<file path="src/rtl/irq_ctrl_pkg.sv">
// -----------------------------------------------------------------------------
// irq_ctrl_pkg
// Shared types and helpers for the interrupt priority controller.
//   irq_state_e      : controller FSM state (IDLE, REQ, SERVICE)
//   DEFAULT_NUM_SRC  : default number of interrupt sources
//   lowest_set_idx() : index of the lowest set bit of a 32-bit vector
// Optional feature macro used by the files importing this package:
//   IRQ_ROUND_ROBIN_EN (round-robin arbitration instead of fixed priority)
// -----------------------------------------------------------------------------
package irq_ctrl_pkg;

    localparam int DEFAULT_NUM_SRC = 8;

    typedef enum logic [1:0] {
        IDLE    = 2'd0,
        REQ     = 2'd1,
        SERVICE = 2'd2
    } irq_state_e;

    // Returns 0 when no bit is set; callers qualify with their own valid flag.
    function automatic int lowest_set_idx(input logic [31:0] v);
        int idx;
        idx = 0;
        for (int i = 31; i >= 0; i--) begin
            if (v[i]) begin
                idx = i;
            end
        end
        return idx;
    endfunction

endpackage

</file>
<file path="src/rtl/irq_arbiter.sv">
// -----------------------------------------------------------------------------
// irq_arbiter
// Combinational winner selection among candidate interrupt sources.
// Macro IRQ_ROUND_ROBIN_EN:
//   undefined : fixed priority, lowest index wins
//   defined   : round-robin, search starts one above ptr_i and wraps
// Ports:
//   cand_i  [NUM_SRC] : candidate vector (pending & enabled)
//   ptr_i   [ID_W]    : last granted ID (round-robin build only)
//   win_o   [ID_W]    : winning source ID, meaningful when valid_o=1
//   valid_o           : at least one candidate present
// -----------------------------------------------------------------------------
module irq_arbiter
    import irq_ctrl_pkg::*;
#(
    parameter int NUM_SRC = DEFAULT_NUM_SRC,
    parameter int ID_W    = $clog2(NUM_SRC)
) (
    input  logic [NUM_SRC-1:0] cand_i,
`ifdef IRQ_ROUND_ROBIN_EN
    input  logic [ID_W-1:0]    ptr_i,
`endif
    output logic [ID_W-1:0]    win_o,
    output logic               valid_o
);

    assign valid_o = |cand_i;

`ifdef IRQ_ROUND_ROBIN_EN
    logic [NUM_SRC-1:0] w_hi_mask;
    logic [NUM_SRC-1:0] w_masked;

    // Bits strictly above ptr_i. When ptr_i is the top index the shift
    // overflows to zero, the mask becomes empty and the search wraps to bit 0.
    assign w_hi_mask = ~((NUM_SRC'(2) << ptr_i) - NUM_SRC'(1));
    assign w_masked  = cand_i & w_hi_mask;

    always_comb begin
        win_o = '0;
        if (|w_masked) begin
            win_o = ID_W'(lowest_set_idx(32'(w_masked)));
        end else begin
            win_o = ID_W'(lowest_set_idx(32'(cand_i)));
        end
    end
`else
    assign win_o = ID_W'(lowest_set_idx(32'(cand_i)));
`endif

endmodule

</file>
<file path="src/rtl/irq_priority_ctrl.sv">
// -----------------------------------------------------------------------------
// irq_priority_ctrl
// Multi-source interrupt controller. Each raw line goes through a two-flop
// rising-edge detector that sets a per-source pending latch; enabled pending
// sources are arbitrated and the winner is offered to the CPU.
//
// Handshake (valid/ready style): irq_o is the valid; it rises with irq_id_o
// already stable and both hold until the CPU returns irq_ack_i (the ready).
// The transfer happens on the clock where irq_o=1 and irq_ack_i=1. The CPU
// then signals completion with irq_eoi_i while irq_busy_o=1. ack outside REQ
// and eoi outside SERVICE are ignored; ack+eoi together in REQ take only ack.
//
// Macro IRQ_ROUND_ROBIN_EN: round-robin arbitration with a last-granted
// pointer; undefined gives fixed priority (lowest index wins).
//
// Ports:
//   clk, rst_n             : clock, asynchronous active-low reset
//   irq_src_i  [NUM_SRC]   : raw interrupt lines, rising edge = event
//   irq_en_i   [NUM_SRC]   : per-source enable mask
//   irq_o                  : interrupt request to CPU
//   irq_id_o   [ID_W]      : ID of requested / serviced source
//   irq_ack_i, irq_eoi_i   : CPU accept and end-of-interrupt
//   irq_busy_o             : high while in SERVICE
//   pending_o  [NUM_SRC]   : pending latches
//   ovf_o      [NUM_SRC]   : sticky overflow (edge while already pending)
//   dbg_state_o            : current FSM state
// -----------------------------------------------------------------------------
module irq_priority_ctrl
    import irq_ctrl_pkg::*;
#(
    parameter int NUM_SRC = DEFAULT_NUM_SRC,
    parameter int ID_W    = $clog2(NUM_SRC)
) (
    input  logic               clk,
    input  logic               rst_n,
    input  logic [NUM_SRC-1:0] irq_src_i,
    input  logic [NUM_SRC-1:0] irq_en_i,
    output logic               irq_o,
    output logic [ID_W-1:0]    irq_id_o,
    input  logic               irq_ack_i,
    input  logic               irq_eoi_i,
    output logic               irq_busy_o,
    output logic [NUM_SRC-1:0] pending_o,
    output logic [NUM_SRC-1:0] ovf_o,
    output irq_state_e         dbg_state_o
);

    logic [NUM_SRC-1:0] r_s1;
    logic [NUM_SRC-1:0] r_s2;
    logic [NUM_SRC-1:0] r_pending;
    logic [NUM_SRC-1:0] r_ovf;
    irq_state_e         r_state;
    logic               r_irq;
    logic               r_busy;
    logic [ID_W-1:0]    r_id;

    logic [NUM_SRC-1:0] w_edge;
    logic [NUM_SRC-1:0] w_cand;
    logic [NUM_SRC-1:0] w_clr;
    logic               w_ack_take;
    logic [ID_W-1:0]    w_win;
    logic               w_valid;

`ifdef IRQ_ROUND_ROBIN_EN
    logic [ID_W-1:0]    r_ptr;
`endif

    assign w_edge     = r_s1 & ~r_s2;
    assign w_cand     = r_pending & irq_en_i;
    assign w_ack_take = (r_state == REQ) && irq_ack_i;
    assign w_clr      = w_ack_take ? (NUM_SRC'(1) << r_id) : '0;

    irq_arbiter #(
        .NUM_SRC (NUM_SRC),
        .ID_W    (ID_W)
    ) u_arb (
        .cand_i  (w_cand),
`ifdef IRQ_ROUND_ROBIN_EN
        .ptr_i   (r_ptr),
`endif
        .win_o   (w_win),
        .valid_o (w_valid)
    );

    // Edge detector, pending and overflow latches. A new edge in the clearing
    // cycle re-sets pending (set wins) but does not count as an overflow,
    // since the previous event is being consumed on that same clock.
    always_ff @(posedge clk or negedge rst_n) begin
        if (!rst_n) begin
            r_s1      <= '0;
            r_s2      <= '0;
            r_pending <= '0;
            r_ovf     <= '0;
        end else begin
            r_s1      <= irq_src_i;
            r_s2      <= r_s1;
            r_pending <= (r_pending & ~w_clr) | w_edge;
            r_ovf     <= (r_ovf & ~w_clr) | (w_edge & r_pending & ~w_clr);
        end
    end

    // Request/service FSM with registered outputs. irq_id_o is latched only
    // in IDLE, so masking or new edges cannot disturb an outstanding request.
    always_ff @(posedge clk or negedge rst_n) begin
        if (!rst_n) begin
            r_state <= IDLE;
            r_irq   <= 1'b0;
            r_busy  <= 1'b0;
            r_id    <= '0;
`ifdef IRQ_ROUND_ROBIN_EN
            r_ptr   <= '0;
`endif
        end else begin
            case (r_state)
                IDLE: begin
                    if (w_valid) begin
                        r_id    <= w_win;
                        r_irq   <= 1'b1;
                        r_state <= REQ;
                    end
                end
                REQ: begin
                    if (irq_ack_i) begin
                        r_irq   <= 1'b0;
                        r_busy  <= 1'b1;
                        r_state <= SERVICE;
`ifdef IRQ_ROUND_ROBIN_EN
                        r_ptr   <= r_id;
`endif
                    end
                end
                SERVICE: begin
                    if (irq_eoi_i) begin
                        r_busy  <= 1'b0;
                        r_state <= IDLE;
                    end
                end
                default: begin
                    r_irq   <= 1'b0;
                    r_busy  <= 1'b0;
                    r_state <= IDLE;
                end
            endcase
        end
    end

    assign irq_o       = r_irq;
    assign irq_id_o    = r_id;
    assign irq_busy_o  = r_busy;
    assign pending_o   = r_pending;
    assign ovf_o       = r_ovf;
    assign dbg_state_o = r_state;

endmodule

</file>
<file path="config.mk">
export PLATFORM = sky130hd
export DESIGN_NAME = irq_priority_ctrl
export DESIGN_NICKNAME = d
export VERILOG_FILES = /design/src/rtl/irq_ctrl_pkg.sv /design/src/rtl/irq_arbiter.sv /design/src/rtl/irq_priority_ctrl.sv
export SDC_FILE = /design/constraint.sdc
export NUM_CORES = 1
export LEC_CHECK = 0
export BUFFER_PORTS_ARGS = -buffer_cell sky130_fd_sc_hd__buf_2
export CORE_MARGIN = 2
export CORE_UTILIZATION = 25
export DETAILED_ROUTE_END_ITERATION = 12
export GPL_ROUTABILITY_DRIVEN = 0
export PLACE_DENSITY_LB_ADDON = 0.15
export REMOVE_ABC_BUFFERS = 1
export SLEW_MARGIN = 20
export SYNTH_ARGS = -nofsm -noshare
export SYNTH_HDL_FRONTEND = slang
export SYNTH_SLANG_ARGS = --single-unit
</file>
<file path="constraint.sdc">
create_clock -name clk -period 3.1 [get_ports clk]
set_clock_uncertainty 0.05 [all_clocks]
set_input_delay 0.31 -clock clk [delete_from_list [all_inputs] [get_ports clk]]
set_output_delay 0.31 -clock clk [all_outputs]
set_load 0.005 [all_outputs]
</file>
======== Word level (Yosys, flattened, before mapping) ========
Cells that the tools add are included.
operators by class
  eq/ne operators ......................... 5
  shift-type cells ........................ 1
  multiplexer cells ....................... 19
  bitwise operators ....................... 12
  reduce and logical (&&, ||, !) cells .... 7
operators by type and width
  kind                                             number
  AND 8 bit                                        6
  2-to-1 mux 3 bit                                 8
  NOT 8 bit                                        2
  bitwise OR 8 bit                                 2
  AND reduction 3 bit                              3
  2-to-1 mux 8 bit                                 1
  OR reduction 8 bit                               1
  left shift 1 x 3 -> 8 bit, first input constant  1
  2-to-1 mux 2 bit                                 3
  case mux 1 bit (3 select lines)                  2
  case mux 2 bit (3 select lines)                  1
  2-to-1 mux 1 bit                                 4
  != test 2 bit, second input constant             2
  == test 2 x 1 -> 1 bit, second input constant    1
  == test 2 bit, second input constant             1
  zero test 2 bit                                  1
  != test 2 x 1 -> 1 bit, second input constant    1
  NOT 1 bit                                        2
  AND reduction 2 bit                              1
  logical AND 1 bit                                1
word-level totals
  bits in registers ....................... 39
  bits of input ports ..................... 20
  output and inout bits ................... 23
  word-level logic and storage cells ...... 52

======== Longest topological paths before layout ========
Gate-level depths: netlist (run 1).
  word-level depth ........................ 9
  depth in mapped cells ................... 4
  depth with buffers taken out ............ 4

======== By module ========
Synthesis (run 1) repeated with hierarchy kept, for this count alone.
second synthesis, totals
  cell total of the unflattened synthesis .. 126
  area total of the unflattened synthesis .. 1506.4 um2
by module, submodules not included
  module             times used  cells each  area each (um2)  seq. area each (um2)
  irq_priority_ctrl  1           113         1425.1           975.9
  irq_arbiter        1           13          81.3             0.0

======== Worst setup path before layout (run 1) ========
OpenSTA, ideal clock, no wires.
  path type ............................... flip-flop to flip-flop
  from .................................... register r_state[1] (netlist: dbg_state_o[1])
  to ...................................... register r_pending[3] (netlist: pending_o[3])
  setup time .............................. 0.118 ns
  arrival time ............................ 1.025 ns
  data required time ...................... 2.932 ns
  path slack .............................. 1.907 ns
  cell stages (with the launch flop) ...... 5
  path buffers ............................ 0
  clock period less this slack ............ 1.193 ns
  path through ............................ dfrtp_1 -> nand3b_4 -> nor2_4 -> nand3_2 -> a21o_1
on the way
  longest elaborated chain between the ends .. 6
RTL lines
  element                   RTL line                  source
  start: declaration        irq_priority_ctrl.sv:52   irq_state_e r_state;
  start signal: assignment  irq_priority_ctrl.sv:106  r_state <= IDLE;
  start signal: assignment  irq_priority_ctrl.sv:119  r_state <= REQ;
  start signal: assignment  irq_priority_ctrl.sv:126  r_state <= SERVICE;
  == test 2 x 1 -> 1 bit    irq_priority_ctrl.sv:70   assign w_ack_take = (r_state == REQ) && irq_ack_i;
  logical AND 1 bit         irq_priority_ctrl.sv:70
  2-to-1 mux 8 bit          irq_priority_ctrl.sv:71   assign w_clr = w_ack_take ? (NUM_SRC'(1) << r_id) : '0;
  NOT 8 bit                 irq_priority_ctrl.sv:97   r_pending <= (r_pending & ~w_clr) | w_edge;
  AND 8 bit                 irq_priority_ctrl.sv:97
  bitwise OR 8 bit          irq_priority_ctrl.sv:97
  end signal: assignment    irq_priority_ctrl.sv:97
  end: declaration          irq_priority_ctrl.sv:50   logic [NUM_SRC-1:0] r_pending;
No other way between the ends.
A chain may end at the register's enable or synchronous reset.

======== Worst setup path in the final report (run 1) ========
  from .................................... register r_id[1] (netlist: irq_id_o[1])
  to ...................................... output port irq_id_o[1]
RTL lines
  element                   RTL line                  source
  start: declaration        irq_priority_ctrl.sv:55   logic [ID_W-1:0] r_id;
  start signal: assignment  irq_priority_ctrl.sv:117  r_id <= w_win;
  end: declaration          irq_priority_ctrl.sv:39   output logic [ID_W-1:0] irq_id_o,
No word-level cell between the ends.

==> results of run 1 <==
[metal layers]
| metal | vias up | track usage | share of wire |
|---|---|---|---|
| met5 | - | 0 | 0 |
| met4 | 0 | 0.04746 | 0.014 |
| met3 | 7 | 0.03596 | 0.060 |
| met2 | 33 | 0.1650 | 0.44 |
| met1 | 499 | 0.1518 | 0.49 |
| li1 | 528 | - | - |
[logic make-up (layout without fill, tap and decap cells)]
| group | count (synthesis) | after routing | share of synthesized area |
|---|---|---|---|
| AO/OA/AOI/OAI | 42 | 42 | 0.1758 |
| buffers and inverters | 2 | 52 | 0.005121 |
| flip-flops | 39 | 39 | 0.6655 |
| AND/OR/NAND/NOR | 39 | 39 | 0.1536 |
[state kept, by name, summed over array words and instances, names as in the netlist]
register,cells
dbg_state_o,2
irq_busy_o,1
irq_id_o,3
irq_o,1
ovf_o,8
pending_o,8
r_s1,8
r_s2,8
[Yosys cell counts]
cell	instances	share of area
nand2b_1	1	0.0043
nand2_1	17	0.044
nand3_1	1	0.0034
nand3b_4	1	0.014
nand3_2	2	0.014
a31oi_1	3	0.013
dfrtp_1	39	0.67
inv_1	2	0.0051
o2bb2ai_1	1	0.0060
a32o_1	2	0.014
nor2_4	2	0.015
or2b_1	1	0.0051
a21oi_1	19	0.065
a22oi_1	4	0.020
o21ai_0	5	0.017
nor2b_1	10	0.043
nor2_1	3	0.0077
nand4_1	1	0.0043
a21o_1	8	0.041
[cell type report]
cell class | count | share of cell area
Clock buffer | 6 | 0.04427
Clock inverter | 2 | 0.008719
Tap cell | 72 | 0.04829
Inverter | 2 | 0.004024
Timing Repair Buffer | 42 | 0.1127
Sequential cell | 39 | 0.5231
Multi-Input combinational cell | 81 | 0.2589
[path summary, 6_finish.rpt]
path                                           to  slack [ns]  cells after the start
min in group asynchronous  pending_o[7]$_DFF_PN0_        0.08                      1
min                             r_s1[5]$_DFF_PN0_        0.07                      1
max                                   irq_id_o[1]        1.70                      1
max in group asynchronous  pending_o[0]$_DFF_PN0_        2.39                      1
max reg2reg                pending_o[7]$_DFF_PN0_        1.77                      4
min reg2reg                     r_s2[7]$_DFF_PN0_        0.32                      0
[stage by stage]
stage                     setup WS, ns  cell area, sq um  hold slack (ns)  std cells  utilization
after global placement           1.777              1767           0.3012        236       0.3169
after detailed placement         1.749              1767           0.3094        236       0.3169
after global routing             1.631              1866          0.04877        244       0.3347
after floorplan                  1.907              1466         -0.03559        122            -
final                            1.699              1866          0.07180        244       0.3347
after CTS                        1.692              1866          0.06002        244       0.3347
[power groups by stage]
stage                     sequential (mW)  combinational (mW)  clock (mW)
final                               0.781               0.411       0.356
after global routing                0.806               0.476       0.398
after CTS                           0.783               0.422       0.372
after detailed placement            0.792               0.419           0
after global placement              0.787               0.418           0
after floorplan                     0.768               0.224           0
==> impl_metrics.json, run 1 <==
{
  "antenna_found_initial": 0,
  "ios": 43,
  "syn2layout_area_growth_pct": 27.22,
  "clockBufferDepth": 2,
  "setup_viol": 0,
  "maxSlewViolCount": 0,
  "critPathLaunch": "irq_id_o[1]$_DFFE_PN0P_",
  "wirelength_um": 3216,
  "path_max_fanout": 9,
  "ys_types": 19,
  "initial_core_util": 0.2631,
  "port_buffers": 42,
  "fp.coreArea_sq_mm": 0.005574,
  "post-dp-hpwl_um": 2351,
  "vdd_drop_max_v": 0.0002831,
  "max_cap_violations": 0,
  "detail-route-antenna-nets": 0,
  "rows": 27,
  "diodes": 0,
  "crit_chain": "buf_2",
  "final_nets": 191,
  "grt_overflow": 0,
  "drive_gt1_frac": 0.3198,
  "tritoncts": "yes",
  "max_slew_margin": 0.4351,
  "yosysWarnings": 0,
  "start_kind": "register",
  "combPwrFrac": 0.266,
  "grt_max_degree": 40,
  "dieArea_sq_mm": 0.006494,
  "crit_family": "flip-flops",
  "status": "finished, final reports clean",
  "setup_tns_ns": 0,
  "ctsResizeCount": 0,
  "die_x_um": 80.59,
  "vias": 1067,
  "cts-root-buf": "clkbuf_8",
  "worst_pin_slew_ns": 0.8474,
  "netlist_area_sq_mm": 0.001466,
  "r2r_start": "dbg_state_o[1]$_DFFE_PN0P_",
  "ys_seq_elements": 39,
  "cp_slowest_cell": "dfrtp_1",
  "hold_path.class": "input pin to register",
  "first_pass_iters": 4,
  "pwr-share-clk": 0.230,
  "ys_seq_area_frac": 0.6655,
  "sequentialPowerShare": 0.505,
  "worst_ep_required_time_ns": 2.74,
  "timing.final.crit_period_ns": 1.401,
  "clock_latency_ns": 0.29,
  "cp.buffers_inverters": 1,
  "final_common_cell": "buf_2",
  "postCtsSetupBuffers": 0,
  "rsz0062_at_grt": "no",
  "p_sw_mw": 0.5376,
  "max_freq_mhz": 713.8,
  "p_leak_nw": 0.7858,
  "critical_path_class": "register to output port",
  "hold_viol": 0,
  "cts_max_level": 2,
  "synth_cells": 122,
  "power.internal_mw": 1.011,
  "n_fill_cell": 568,
  "pwr_density_cell_mw_per_mm2": 829.9,
  "grt_pass1_wl_um": 5478,
  "wl_per_cell_um": 13.18,
  "seq_area_sq_um": 975.9,
  "syn_avg_cell_area_sq_um": 12.02,
  "power_mw": 1.548,
  "multiInputGateArea_sq_um": 483.0,
  "period_share": 0.4519,
  "drtIter0Drc": 20,
  "die_y_um": 80.59,
  "min_from": "irq_src_i[5]",
  "clock-sinks": 39,
  "grt_usage": 0.1125,
  "cts_buffers": 5,
  "worstSetupEndpointType": "output port",
  "final_cell_mix": "42 x buf_2, 39 x dfrtp_1, 19 x a21oi_1",
  "grt_pass1_vias": 1113,
  "worst-endpoint-arrival_ns": 1.04,
  "clk_pin_slew_worst_paths_ns": 0.08,
  "slowest_delay_ns": 0.57,
  "vias_per_cell": 4.373,
  "hold_buffers": 0,
  "p_sw_frac": 0.3473,
  "drc": 0
}
No activity file was read; power rests on OpenSTA's default activity.
==> run 2: changes to the inputs <==
clock period = 1.3 ns   (was 3.1 ns; I/O delays follow)
==> run 2 against run 1 <==
Via count grew 12%. Utilization grew 4.5 points. Worst hold slack lost 0.022 ns. First-iteration DRC count grew to 2.5 times the previous value. Combinational power grew to 3.5 times the previous value. Critical path type is now register to register. Cell area grew 13%. Routed wire length grew 9.9%. Critical path depth grew 3. Clock power grew to 2.8 times the previous value.
==> impl_metrics.json, run 2 (synthesis gave the netlist of run 1 again) <==
{
  "max_cap_violations": 0,
  "vias": 1197,
  "critical_path_class": "register to register",
  "start_kind": "register",
  "grt_max_degree": 40,
  "worstSetupEndpointType": "register",
  "timing.final.crit_period_ns": 1.245,
  "p_leak_nw": 0.9021,
  "clock_latency_ns": 0.29,
  "vdd_drop_max_v": 0.0006849,
  "grt_overflow": 0,
  "timing.final.ws_setup_ns": 0.05524,
  "grt_usage": 0.1226,
  "worst_pin_slew_ns": 0.2829,
  "drive_gt1_frac": 0.3897,
  "max_freq_mhz": 803.4,
  "worst-endpoint-arrival_ns": 1.38,
  "clockBufferDepth": 2,
  "period_share": 0.9575,
  "hold_viol": 0,
  "dp_cells": 249,
  "wirelength_um": 3533,
  "hold_slack_ns": 0.05013,
  "final_cell_mix": "42 x buf_2, 38 x dfrtp_1, 19 x a21oi_1",
  "wl_per_cell_um": 13.23,
  "fp.coreArea_sq_mm": 0.005574,
  "cts_max_level": 2,
  "rsz0062_at_grt": "yes",
  "gr-usage-met3": 0.03258,
  "post-dp-hpwl_um": 2574,
  "multiInputGateArea_sq_um": 508.0,
  "detail-route-antenna-nets": 0,
  "seq_area_sq_um": 977.2,
  "port_buffers": 42,
  "grt_pass1_vias": 1228,
  "die_y_um": 80.59,
  "status": "finished, final reports clean",
  "syn2layout_area_growth_pct": 44.20,
  "cts_buffers": 5,
  "grt-busiest-layer": "met2",
  "die_x_um": 80.59,
  "tritoncts": "yes",
  "path_max_fanout": 8,
  "max_slew_margin": 0.8110,
  "first_pass_iters": 4,
  "clock-sinks": 39,
  "ios": 43,
  "dieArea_sq_mm": 0.006494,
  "drc": 0,
  "grt_pass1_wl_um": 5947,
  "vias_per_cell": 4.483,
  "layout.cells.non_filler": 267,
  "clk_pin_slew_worst_paths_ns": 0.08,
  "grt_util_met2": 0.1842,
  "maxSlewViolCount": 0,
  "n_fill_cell": 557,
  "rows": 27,
  "initial_core_util": 0.2631,
  "post-place-ws_ns": 0.03593,
  "setup_viol": 0,
  "antenna_found_initial": 0,
  "drtIter0Drc": 50,
  "cts-root-buf": "clkbuf_8",
  "pwr_density_cell_mw_per_mm2": 1959,
  "post-route-util": 0.3793,
  "worst_ep_required_time_ns": 1.44,
  "hold_path.class": "input pin to register",
  "diodes": 0,
  "final_nets": 215,
  "grtUsageMet1": 0.1622,
  "final_common_cell": "buf_2",
  "setup_tns_ns": 0
}
[run 2: metal layers]
metal,vias up,part of all wire,routed length [um]
li1,573,-,-
met1,579,0.46,1615
met2,38,0.46,1620
met3,7,0.065,229
met4,0,0.019,67
met5,-,0,0
[run 2: layout make-up]
type,instances,share of cell area
inverter,2,0.003550
multi-input combinational,81,0.2402
clock inverter,2,0.01775
sequential,39,0.4621
timing repair buffer,66,0.2012
clock buffer,5,0.03254
tap,72,0.04260
[run 2: path summary, 6_finish.rpt]
path	startpoint	to	slack, ns	cells past startpoint
setup / recovery	dbg_state_o[1]$_DFFE_PN0P_	pending_o[3]$_DFF_PN0_	0.06	4
hold / removal	irq_ack_i	dbg_state_o[0]$_DFFE_PN0P_	0.05	2
setup reg to reg	dbg_state_o[1]$_DFFE_PN0P_	pending_o[3]$_DFF_PN0_	0.06	4
hold reg to reg	r_s1[0]$_DFF_PN0_	r_s2[0]$_DFF_PN0_	0.32	0
max in group asynchronous	rst_n	pending_o[5]$_DFF_PN0_	0.70	3
min in group asynchronous	rst_n	irq_o$_DFFE_PN0P_	0.27	3
[run 2: what timing repair did]
item / CTS / global route
setup endpoints to repair: 0 / 9
hold endpoints to repair: 47 / 0
buffers inserted: 0 / 2
hold buffers: 9 / 0
gates resized for setup: 0 / 7
[run 2: power by group]
group / switching [mW] / internal (mW)
Sequential: 0.227 / 1.51
Combinational: 0.720 / 0.705
Clock: 0.423 / 0.561
Total: 1.37 / 2.77
[run 2: critical path, stage by stage, from the launching register on]
cell	delay [ns]
dfrtp_1	0.38
nand3b_4	0.19
nor2_4	0.24
nand3_2	0.09
a21o_1	0.19
[run 2: per-stage QoR]
step	power (mW)	area (sq um)
after floorplan	2.367	1466
after global placement	3.104	1877
after detailed placement	3.122	1877
after CTS	4.153	2073
after global routing	4.473	2115
final	4.143	2115
